==> src/rtl/alu_op_issue.sv <==
// ALU operation issue stage: decodes RISC-V fields into ALU op/src-select
// and buffers them in a main+skid pair behind a valid/ready handshake.
module alu_op_issue #(
  parameter int OPCODE_LENGTH = 4,
  parameter int CNT_WIDTH     = 8
) (
  input  logic                     clk,
  input  logic                     reset,
  input  logic                     flush,
  input  logic                     in_valid,
  output logic                     in_ready,
  input  logic [6:0]               opcode,
  input  logic [2:0]               funct3,
  input  logic [6:0]               funct7,
  output logic                     out_valid,
  input  logic                     out_ready,
  output logic [OPCODE_LENGTH-1:0] Operation,
  output logic                     alu_src_imm,
  output logic                     illegal,
  output logic [CNT_WIDTH-1:0]     illegal_count
);

  localparam logic [3:0] OP_AND = 4'b0000;
  localparam logic [3:0] OP_OR  = 4'b0001;
  localparam logic [3:0] OP_ADD = 4'b0010;
  localparam logic [3:0] OP_SUB = 4'b0011;
  localparam logic [3:0] OP_EQ  = 4'b1000;
  localparam logic [3:0] OP_XOR = 4'b1001;
  localparam logic [3:0] OP_SLT = 4'b1100;

  localparam logic [CNT_WIDTH-1:0] CNT_MAX = '1;

  logic                     is_r, is_i, is_ls, is_br, is_jmp;
  logic [3:0]               dop;
  logic                     dimm;
  logic                     dill;
  logic                     f7z;

  logic                     mv, sv;
  logic [OPCODE_LENGTH-1:0] sop;
  logic                     simm, sill;
  logic                     acc, emit;

  assign is_r   = opcode == 7'b0110011;
  assign is_i   = opcode == 7'b0010011;
  assign is_ls  = (opcode == 7'b0000011) | (opcode == 7'b0100011);
  assign is_br  = opcode == 7'b1100011;
  assign is_jmp = (opcode == 7'b1101111) | (opcode == 7'b1100111)
                | (opcode == 7'b0110111) | (opcode == 7'b0010111);
  assign f7z    = funct7 == 7'b0000000;

  always_comb begin
    dop  = OP_AND;
    dimm = 1'b0;
    dill = 1'b0;
    unique case (1'b1)
      is_r: begin
        if (funct3 == 3'b000 && funct7 == 7'b0100000) begin
          dop = OP_SUB;
        end else if (!f7z) begin
          dill = 1'b1;
        end else begin
          case (funct3)
            3'b000:  dop = OP_ADD;
            3'b111:  dop = OP_AND;
            3'b110:  dop = OP_OR;
            3'b100:  dop = OP_XOR;
            3'b010:  dop = OP_SLT;
            default: dill = 1'b1;
          endcase
        end
      end
      is_i: begin
        dimm = 1'b1;
        case (funct3)
          3'b000:  dop = OP_ADD;
          3'b111:  dop = OP_AND;
          3'b110:  dop = OP_OR;
          3'b100:  dop = OP_XOR;
          3'b010:  dop = OP_SLT;
          default: dill = 1'b1;
        endcase
      end
      is_ls, is_jmp: begin
        dop  = OP_ADD;
        dimm = 1'b1;
      end
      is_br: begin
        if (funct3 == 3'b000) dop = OP_EQ;
        else dill = 1'b1;
      end
      default: dill = 1'b1;
    endcase
    // Illegal entries always present a neutral op and rs2 select.
    if (dill) begin
      dop  = OP_AND;
      dimm = 1'b0;
    end
  end

  assign in_ready  = ~sv;
  assign out_valid = mv;
  assign acc       = in_valid & ~sv;
  assign emit      = mv & out_ready;

  always_ff @(posedge clk) begin
    if (reset) begin
      mv            <= 1'b0;
      sv            <= 1'b0;
      Operation     <= '0;
      alu_src_imm   <= 1'b0;
      illegal       <= 1'b0;
      sop           <= '0;
      simm          <= 1'b0;
      sill          <= 1'b0;
      illegal_count <= '0;
    end else begin
      if (emit && illegal && illegal_count != CNT_MAX)
        illegal_count <= illegal_count + 1'b1;
      if (flush) begin
        mv <= 1'b0;
        sv <= 1'b0;
      end else if (!mv || emit) begin
        if (sv) begin
          Operation   <= sop;
          alu_src_imm <= simm;
          illegal     <= sill;
          mv          <= 1'b1;
          sv          <= acc;
          if (acc) begin
            sop  <= OPCODE_LENGTH'(dop);
            simm <= dimm;
            sill <= dill;
          end
        end else begin
          mv <= acc;
          if (acc) begin
            Operation   <= OPCODE_LENGTH'(dop);
            alu_src_imm <= dimm;
            illegal     <= dill;
          end
        end
      end else if (acc) begin
        sop  <= OPCODE_LENGTH'(dop);
        simm <= dimm;
        sill <= dill;
        sv   <= 1'b1;
      end
    end
  end

endmodule

==> config.mk <==
export PLATFORM = sky130hd
export DESIGN_NAME = alu_op_issue
export DESIGN_NICKNAME = d
export VERILOG_FILES = /design/src/rtl/alu_op_issue.sv
export SDC_FILE = /design/constraint.sdc
export NUM_CORES = 1
export LEC_CHECK = 0
export CAP_MARGIN = 20
export CORE_MARGIN = 8
export CORE_UTILIZATION = 49
export DETAILED_ROUTE_END_ITERATION = 10
export PLACE_DENSITY = 0.82
export SYNTH_ARGS = -nofsm -noshare
export SYNTH_HDL_FRONTEND = slang
export SYNTH_SLANG_ARGS = --single-unit
==> constraint.sdc <==
create_clock -name clk -period 3 [get_ports clk]
set_input_delay 0.45 -clock clk [delete_from_list [all_inputs] [get_ports clk]]
set_output_delay 0.45 -clock clk [all_outputs]
set_load 0.005 [all_outputs]
==> results.md <==
- Across every metal layer, demand over resource in global routing totals 15.3%.
- STA classifies the critical path startpoint as an input pin.
- The number of gates given a new drive strength after cts is 0.
- The initialized floorplan defines 18 standard-cell rows.
- Counting flops and latches in the post-synthesis netlist gives 22.
- The critical path startpoint is funct7[3].
- In this run, post-CTS hold repair placed 0 buffers.
- The number of vias after detailed routing is 1208.
- The placed cell area is 0.00160 mm^2.
- The endpoint class of the critical path is a register.
- The number of buffers inserted to repair setup after CTS is 0.
- The post-route minimum period is 2.18 ns.
- Yosys attributes the largest share of cell area to sky130_fd_sc_hd__dfxtp_1 (37%), sky130_fd_sc_hd__nor2_1 (5.7%), sky130_fd_sc_hd__a21oi_1 (5.1%), sky130_fd_sc_hd__xor2_1 (4.4%), sky130_fd_sc_hd__a211oi_1 (3.8%).
- When the netlist entered floorplanning its net count stood at 160.
- The number of antenna violations at the first check in global routing came to 0.
- STA puts the critical path data required time at 3.25 ns.
- The proportion of netlist area held by the largest area contributor is 37.2%.
- Of the cells placed in the final design, the portion with a size suffix greater than 1 is 7.30%.
- The number of detailed-routing iterations run before antenna repair is 4.
- Cells fill 69.2% of the core in the end.
- The flow ran to the end, and the final reports show no timing, DRC or antenna violations.
- sky130_fd_sc_hd__dfxtp_1 takes more of the synthesized area than any other cell.
- The maximum number of pins on one net before global-route repair is 24.
- The synthesized instance count is 137.
- The cell area after layout is 0.00165 mm^2.
- The final layout contains 202 nets.
- After detailed routing, the met3 layer carries 166 um of wire.
- Max-cap violations in this run came to 0.
- The highest net fanout along the worst path is 3.
- The tightest min-delay check is of the reg2reg type.
- The via count of the first global-routing pass is 1141.
- The fraction of synthesis flops using an asynchronous set or reset pin is 0%.
- In the synthesized netlist, the cells that appear most often are sky130_fd_sc_hd__dfxtp_1 (22), sky130_fd_sc_hd__nor2_1 (18), sky130_fd_sc_hd__a21oi_1 (12).
- The number of buffers inserted by port buffering is 37.
- After detailed routing, the average wire length per cell comes to 15.3 um.
- The total setup violations reported at the end of the flow is 0.
- Setup repair after global routing left no endpoint under its margin.
- The DRC marker count from the first detailed-route iteration is 83.
- The post-synthesis cell area is 0.00118 mm^2.
- Data arrives at the worst endpoint at 2.43 ns.
- The post-route clock period utilization is 72.7%.
- The routability congestion estimate from global placement is 0.865.
- The CTS buffer count is 3.
- The total power divided by cell area is 375 mW/mm^2.
- The leakage power summed over all cells is 0.585 nW.
- The die outline width is 65.1 um.
- The relative area change from synthesis to final layout is 39.8%.
- The post-synthesis cell type count is 43.
- The buffer cell driving the clock tree root is sky130_fd_sc_hd__clkbuf_4.
- The sum of routed wire length over all layers is 3190 um.
- The global-route wire length before repair is 5290 um.
- During synthesis, Yosys emitted a total of 0 warnings.
- The total area inside the core boundary comes to 0.00239 mm^2.
- sky130_fd_sc_hd__dfxtp_1 is the most common cell in the netlist.
- The upper clock frequency limit is 458 MHz.
- The die covers 0.00424 mm^2.
- The number of vias per cell is 5.81.
- The starting utilization of the core area is 49.5%.
- The number of top-level pins is 38.
- Detailed placement ended at an HPWL of 2500 um.
- The total negative slack for setup checks is 0 ns.
- The die outline height is 65.1 um.
- In the synthesized netlist the dominant register cell turns out to be sky130_fd_sc_hd__dfxtp_1.
- TritonCTS built the clock tree.
- Yosys mapped a number of flops with a built-in enable equal to 0.
- The headroom to the max-slew limit is 66.4%.
- The worst flop-to-flop path startpoint is sv$_SDFFE_PP0P_.
- The highest ir drop seen on vdd is 0.000514 V.
- The global route total overflow is 0.
- The top metal layer carrying routed signals is met4.
- The maximum level of the CTS H-tree is 1.
- The max-slew violation total from the final report is 0.
- The worst hold path begins at sop[2]$_SDFFE_PP0P_.
- The pin slew with the least headroom to its limit is 0.498 ns.
- In this run the remaining antenna-violating nets after routing total 0.
- The clock drives 22 sinks.
- At the later pin of the worst-skew pair, clock insertion delay measures 0.31 ns.
- The maximum clock insertion buffer count is 2.
- For this block, wires on met1 add up to 1380 um.
- The type of the worst setup path is in2reg.
- The average instance in the mapped netlist occupies 8.63 um^2.
- The count of inserted antenna diode cells is 0.
- The number of DRC violations after detailed routing is 0.
- Summed over all nets, wire length on met2 after detailed routing comes to 1640 um.
- The filler cell count in the final layout is 212.
- After synthesis, flip-flops and latches occupy 37.2% of the total area.
- On the final layout, the worst clock skew is 0.00238 ns.
- The final hold violation count came to 0.
- The clock-pin slew of the registers on the worst-case setup and hold paths is 0.12 ns.
==> flip-flops by register name, indices dropped and copies added (netlist names) <==
name           cells
alu_src_imm        1
Operation          4
illegal            1
sv                 1
sill               1
sop                4
out_valid          1
simm               1
illegal_count      8
==> where the power goes <==
part / switching (mW) / internal (mW)
Combinational: 0.0419 / 0.0503
Clock: 0.0919 / 0.135
Sequential: 0.00339 / 0.297
Total: 0.137 / 0.482
==> final timing paths <==
path	end	slack [ns]	depth (start not counted)
min	sop[2]$_SDFFE_PP0P_	0.49	2
max reg2reg	sop[0]$_SDFFE_PP0P_	1.27	6
max	sop[0]$_SDFFE_PP0P_	0.82	6
min reg2reg	sop[2]$_SDFFE_PP0P_	0.49	2
==> area by class of cell <==
type	count	area [um^2]	area share (%)
clock buffer	3	22.5	1.36
inverter	2	7.51	0.454
clock inverter	1	30.0	1.82
tap	30	37.5	2.27
timing repair buffer	40	393	23.8
sequential	22	440	26.6
multi-input combinational	110	722	43.7
==> critical path, cell delays in order <==
cell,delay (ns)
sky130_fd_sc_hd__clkdlybuf4s50_1,0.40
sky130_fd_sc_hd__or4_4,0.56
sky130_fd_sc_hd__o41ai_4,0.28
sky130_fd_sc_hd__a32oi_1,0.11
sky130_fd_sc_hd__or4b_1,0.48
sky130_fd_sc_hd__a21oi_1,0.14
==> placed cells by master, fill, tap and decap left out, types with 2 or more instances in the layout <==
cell / Yosys / final
sky130_fd_sc_hd__nand4_1: 3 / 3
sky130_fd_sc_hd__a21oi_1: 12 / 12
sky130_fd_sc_hd__clkdlybuf4s50_1: 0 / 37
sky130_fd_sc_hd__xor2_1: 6 / 6
sky130_fd_sc_hd__nand2_1: 8 / 8
sky130_fd_sc_hd__and3_1: 3 / 3
sky130_fd_sc_hd__nor2b_1: 2 / 2
sky130_fd_sc_hd__or4_1: 2 / 2
sky130_fd_sc_hd__nor2_1: 18 / 18
sky130_fd_sc_hd__nor4_1: 3 / 3
sky130_fd_sc_hd__o22ai_1: 2 / 2
sky130_fd_sc_hd__nand2b_1: 3 / 3
sky130_fd_sc_hd__or3_1: 2 / 2
sky130_fd_sc_hd__xnor2_1: 2 / 2
sky130_fd_sc_hd__nor3_1: 4 / 4
sky130_fd_sc_hd__dfxtp_1: 22 / 22
sky130_fd_sc_hd__clkbuf_4: 0 / 3
sky130_fd_sc_hd__mux2i_1: 4 / 4
sky130_fd_sc_hd__inv_1: 2 / 2
sky130_fd_sc_hd__a311oi_1: 2 / 2
sky130_fd_sc_hd__a211oi_1: 6 / 6
sky130_fd_sc_hd__o21ai_0: 2 / 2
sky130_fd_sc_hd__buf_4: 0 / 3
sky130_fd_sc_hd__nand3_1: 5 / 5
sky130_fd_sc_hd__o21bai_1: 2 / 2
==> metal layers <==
| layer | track usage (%) | up-vias |
|---|---|---|
| met5 | 0 | - |
| met2 | 27.0 | 29 |
| met1 | 18.0 | 578 |
| met4 | 1.91 | 0 |
| li1 | - | 599 |
| met3 | 5.27 | 2 |
==> logic make-up (layout without fill, tap and decap cells) <==
group	Yosys count	after routing	share of synthesized area (%)
adders and majority gates	1	1	1.06
DFF	22	22	37.2
xor gates and xnor gates	8	8	5.93
muxes	4	4	3.39
buffers and inverters	5	46	1.69
AOI/OAI and AO/OA	35	35	21.7
and+or+nand+nor	62	62	29.0
==> per-stage QoR <==
step	std cells	worst slack [ns]	power (mW)	hold slack [ns]
5_1_grt	208	0.730	0.648	0.496
6_report	208	0.819	0.620	0.490
3_3_place_gp	204	0.586	0.395	0.460
2_1_floorplan	137	1.03	0.342	0.446
3_5_place_dp	204	0.498	0.399	0.464
4_1_cts	208	0.824	0.624	0.485
Note: power is estimated with default switching activity, not from simulation.
